File: config.mk
export PLATFORM = sky130hd
export DESIGN_NAME = display_scan_ctrl
export DESIGN_NICKNAME = d
export VERILOG_FILES = /design/src/rtl/display_scan_ctrl.sv
export SDC_FILE = /design/constraint.sdc
export NUM_CORES = 1
export LEC_CHECK = 0
export BUFFER_PORTS_ARGS = -buffer_cell sky130_fd_sc_hd__clkbuf_2
export CORE_MARGIN = 2
export CORE_UTILIZATION = 61
export DETAILED_ROUTE_END_ITERATION = 8
export PLACE_DENSITY = 0.9
export SKIP_CTS_REPAIR_TIMING = 1
export SYNTH_ARGS = -nofsm -noshare
export SYNTH_HDL_FRONTEND = slang
export SYNTH_SLANG_ARGS = --single-unit
File: constraint.sdc
create_clock -name clk -period 5.32 [get_ports clk]
set_clock_uncertainty 0.15 [all_clocks]
set_input_delay 0.266 -clock clk [delete_from_list [all_inputs] [get_ports clk]]
set_output_delay 0.266 -clock clk [all_outputs]
set_load 0.005 [all_outputs]
File: src/rtl/display_scan_ctrl.sv
// Multiplexed 7-segment scan controller: double-buffered digits, per-digit
// enable slots with an all-off guard gap, and leading-zero / invalid-code blanking.
module display_scan_ctrl #(
  parameter int N_DIGITS     = 4,
  parameter int REFRESH_DIV  = 50000,
  parameter int GUARD_CYCLES = 500
) (
  input  logic                  clk,
  input  logic                  rst_n,
  input  logic                  en,
  input  logic                  load,
  input  logic [4*N_DIGITS-1:0] digits_in,
  input  logic                  blank_lz,
  input  logic [6:0]            seg_in,
  output logic [3:0]            bcd_out,
  output logic [N_DIGITS-1:0]   an_out,
  output logic [6:0]            seg_out,
  output logic                  frame_done
);
  localparam int DW       = 4 * N_DIGITS;
  localparam int TICK_MAX = ((REFRESH_DIV > GUARD_CYCLES) ? REFRESH_DIV : GUARD_CYCLES) - 1;
  localparam int TICK_W   = (TICK_MAX < 1) ? 1 : $clog2(TICK_MAX + 1);
  localparam int IDX_W    = (N_DIGITS < 2) ? 1 : $clog2(N_DIGITS);

  localparam logic [TICK_W-1:0] SHOW_LAST  = TICK_W'(REFRESH_DIV - 1);
  localparam logic [TICK_W-1:0] GUARD_LAST = TICK_W'(GUARD_CYCLES - 1);
  localparam logic [IDX_W-1:0]  IDX_LAST   = IDX_W'(N_DIGITS - 1);

  typedef enum logic [1:0] {OFF, SHOW, GUARD} state_t;

  state_t            state, state_nxt;
  logic [IDX_W-1:0]  idx, idx_nxt;
  logic [TICK_W-1:0] tick, tick_nxt;
  logic              enter_show, boundary, transfer, fd_nxt;
  logic [DW-1:0]     shadow, active, active_nxt;
  logic              pending, blank;
  logic [3:0]        nib_sel;

  // Codes above 9 cannot be shown; they are forced to 0 and blanked.
  function automatic logic [3:0] sat_bcd(input logic [3:0] nib);
    sat_bcd = (nib > 4'd9) ? 4'h0 : nib;
  endfunction

  function automatic logic upper_zero(input logic [DW-1:0] v, input logic [IDX_W-1:0] i);
    upper_zero = 1'b1;
    for (int j = 0; j < N_DIGITS; j++)
      if (j >= int'(i) && v[4*j +: 4] != 4'h0) upper_zero = 1'b0;
  endfunction

  always_comb begin
    state_nxt  = state;
    idx_nxt    = idx;
    tick_nxt   = tick;
    enter_show = 1'b0;
    boundary   = 1'b0;
    case (state)
      OFF: begin
        state_nxt  = SHOW;
        idx_nxt    = '0;
        tick_nxt   = '0;
        enter_show = 1'b1;
      end
      SHOW: begin
        if (tick == SHOW_LAST) begin
          state_nxt = GUARD;
          tick_nxt  = '0;
        end else begin
          tick_nxt = tick + TICK_W'(1);
        end
      end
      GUARD: begin
        if (tick == GUARD_LAST) begin
          state_nxt  = SHOW;
          tick_nxt   = '0;
          enter_show = 1'b1;
          if (idx == IDX_LAST) begin
            idx_nxt  = '0;
            boundary = 1'b1;
          end else begin
            idx_nxt = idx + IDX_W'(1);
          end
        end else begin
          tick_nxt = tick + TICK_W'(1);
        end
      end
      default: state_nxt = OFF;
    endcase
    if (!en) begin
      state_nxt  = OFF;
      idx_nxt    = '0;
      tick_nxt   = '0;
      enter_show = 1'b0;
      boundary   = 1'b0;
    end
    fd_nxt     = (state_nxt == GUARD) && (idx_nxt == IDX_LAST) && (tick_nxt == GUARD_LAST);
    // Shadow becomes visible only at a frame boundary or when the scan starts.
    transfer   = pending && (boundary || (state == OFF && en));
    active_nxt = transfer ? shadow : active;
    nib_sel    = active_nxt[4*idx_nxt +: 4];
  end

  always_ff @(posedge clk) begin
    if (!rst_n) begin
      state      <= OFF;
      idx        <= '0;
      tick       <= '0;
      an_out     <= '0;
      bcd_out    <= 4'h0;
      blank      <= 1'b1;
      frame_done <= 1'b0;
      shadow     <= '0;
      active     <= '0;
      pending    <= 1'b0;
    end else begin
      state      <= state_nxt;
      idx        <= idx_nxt;
      tick       <= tick_nxt;
      frame_done <= fd_nxt;
      active     <= active_nxt;
      if (load) begin
        shadow  <= digits_in;
        pending <= 1'b1;
      end else if (transfer) begin
        pending <= 1'b0;
      end
      if (enter_show) begin
        an_out  <= N_DIGITS'(1) << idx_nxt;
        bcd_out <= sat_bcd(nib_sel);
        blank   <= (nib_sel > 4'd9) ||
                   (blank_lz && idx_nxt != '0 && upper_zero(active_nxt, idx_nxt));
      end else if (state_nxt != SHOW) begin
        an_out <= '0;
      end
    end
  end

  assign seg_out = (blank || an_out == '0) ? 7'b0 : seg_in;

endmodule

==> metrics.yaml <==
period_needed_ns: 3.43
ff2ff_setup_slack_ns: 1.89
p_leak_nw: 1.46
die_area_mm2: 0.00572
swShare_pct: 24.5
routabilityCongestion: 0.883
vias: 2775
synthMostInstantiatedCell: "dfxtp_1"
min_from: "digits_in[10]"
io_buffers: 43
layout.cell_area.non_filler_mm2: 0.00351
clk_transition_reported_paths_ns: 0.07
grt_busiest_layer: "met2"
reg2reg_to: "bcd_out[0]"
end_kind: "register"
cts.sinks: 63
critPathKind: "reg -> reg"
holdCritPathClass: "in -> reg"
rsz0062_at_grt: "false"
place_ws_ns: 2.00
synth_area_leader_cell: "dfxtp_1"
synth_edf_count: 0
finalMaxSlewViolations: 0
grt_overflow_total: 0
cp-start-kind: "register"
fp-row-count: 26
grt_first_pass_wirelength_mm: 11.2
async_flop_share_pct: 0
r2r_start: "state[0]"
drt_iter0_markers: 256
status: "complete, no violations"
grt_usage_pct: 26.1
period_share_pct: 64.6
antenna_found_initial: 0
vias_per_cell: 5.99
drt_wl_total_mm: 7.04
drv_cap: 0
initial_utilization_pct: 62.0
maxSlewHeadroom_pct: 21.2
finalSetupViolCount: 0
switching_power_uw: 236
worst_slack_ns: 1.89
syn_to_final_growth_pct: 12.1
wl_per_cell_um: 15.2
dieHeight_um: 75.6
cts_root_buffer: "clkbuf_8"
core-area_mm2: 0.00504
combPwrFrac_pct: 6.7
cts_tree: "yes"
fp.dieW_um: 75.6
postRouteAntennaNets: 0
synth-main-ff-cell: "dfxtp_1"
whs_path_depth: 3
pwr-share-seq_pct: 51.2
n_antenna_cell: 0
worstPathArrival_ns: 3.53
yosysTopAreaCellShare_pct: 40.3
peakVddDrop_v: 0.000206
firstDrtPassIters: 5
ys_warn_count: 0
cts_inserted_buffers: 9
internal_power_uw: 727
drc: 0
post_dp_cell_area_mm2: 0.00332
power.density_mw_per_mm2: 275
clock_latency_ns: 0.35
hpwlAfterDp_mm: 4.98
min_to: "shadow[10]"
drive_gt1_share_pct: 19.1
avgSynthCellArea_um2: 8.79
fin_hold_ws_ns: 0.00335
ios: 44
num-nets-final: 418
htreeDepth: 3
synth_area_leaders: "dfxtp_1, mux2i_1, nor2_1, a21oi_1, nand2_1"
use_met2_pct: 40.6
cp_max_fo: 18
finalHoldViolCount: 0
worstRegToRegCells: 8
fin_tns_setup_ns: 0
ys_seq_area_share_pct: 40.3
grt_start_max_net_pins: 41
syn-num-nets: 386
worstPathRequired_ns: 5.42
met3_usage_pct: 5.03
grt_pass1_vias: 2473
syn-instance-count: 356
yosys-top-cells-count: "dfxtp_1, nor2_1, mux2i_1"
clkPwrFrac_pct: 42.1
fmax_mhz: 291
synth_seq_cells: 63
gr-usage-met1_pct: 33.5
clockBufferDepth: 2
synth.distinct_cells: 57
worst_pin_slew_ns: 1.18
syn_area_mm2: 0.00313
## sequential cells by signal (all words and copies together), names as in the netlist, 2 cells and up
signal / cells
active: 16
an_out: 4
bcd_out: 4
idx: 2
shadow: 16
state: 2
tick: 16
## cell type report
| class | count | area, um^2 |
|---|---|---|
| multi-input combinational | 268 | 1740 |
| fill | 392 | 1540 |
| sequential | 63 | 1260 |
| timing repair buffer | 43 | 215 |
| clock buffer | 10 | 128 |
| tap | 70 | 87.6 |
| clock inverter | 6 | 61.3 |
| inverter | 3 | 11.3 |
## worst max-delay path, stage by stage (launching register included)
cell and delay, ns:
dfxtp_1 0.58, and3b_1 0.27, and2_1 0.19, a41oi_2 0.93
mux2i_1 0.34, mux2i_1 0.14, a21oi_1 0.40, nor2_1 0.10
a211oi_1 0.24
## per-stage QoR
| stage | total power, mW | utilization, % | std cells |
|---|---|---|---|
| after floorplan | 0.547 | - | 356 |
| after global placement | 0.565 | 65.8 | 447 |
| after detailed placement | 0.568 | 65.8 | 447 |
| after CTS | 0.967 | 69.6 | 463 |
| after global routing | 0.994 | 69.6 | 463 |
| final | 0.964 | 69.6 | 463 |
## metal layers
layer	vias to the layer above	share of wire, %
met5	-	0
met4	0	3.1
met3	23	5.1
met2	96	47
met1	1309	45
li1	1347	-
## logic make-up after synthesis
family | after synthesis | share of synthesized area (%)
AOI/OAI and AO/OA | 56 | 12.0
xor gates and xnor gates | 14 | 3.92
adders and majority gates | 2 | 0.800
buffers and inverters | 25 | 3.96
DFF | 63 | 40.3
muxes | 33 | 10.7
and+or+nand+nor | 163 | 28.3
## placed cells by master (no fill, tap or decap), types with 3 or more instances in the layout
cell and count:
clkbuf_2 43, o41ai_1 3, mux2i_1 32, a21oi_1 20, o21ai_0 8, nor4_1 6, nor3_1 3, inv_1 3
and3_1 8, nand4_1 7, o211ai_1 5, nand2_1 26, and2_1 11, and3_2 4, xor2_1 6, nor2_1 58
clkinv_2 3, o32ai_1 5, xnor2_1 8, or4_1 4, clkbuf_8 9, nand3_1 12, a31oi_1 4, dfxtp_1 63
## how the worst max path moves through the flow
stage / start / slack [ns] / cells after the start / endpoint
detailed placement: state[0] / 2.00 / 8 / bcd_out[0]
CTS: state[0] / 1.96 / 8 / bcd_out[0]
floorplan: tick[0] / 2.82 / 8 / frame_done
global placement: state[0] / 2.09 / 8 / blank
global route: state[0] / 1.65 / 8 / bcd_out[0]
finish: state[0] / 1.89 / 8 / bcd_out[0]
## power groups by stage
| stage | logic, mW | registers (mW) | clock network [mW] |
|---|---|---|---|
| 3_5_place_dp | 0.0634 | 0.504 | 0 |
| 3_3_place_gp | 0.0616 | 0.503 | 0 |
| 6_report | 0.0643 | 0.494 | 0.406 |
| 2_1_floorplan | 0.0465 | 0.500 | 0 |
| 5_1_grt | 0.0717 | 0.495 | 0.427 |
| 4_1_cts | 0.0637 | 0.494 | 0.409 |
(Power assumes the default switching activity.)
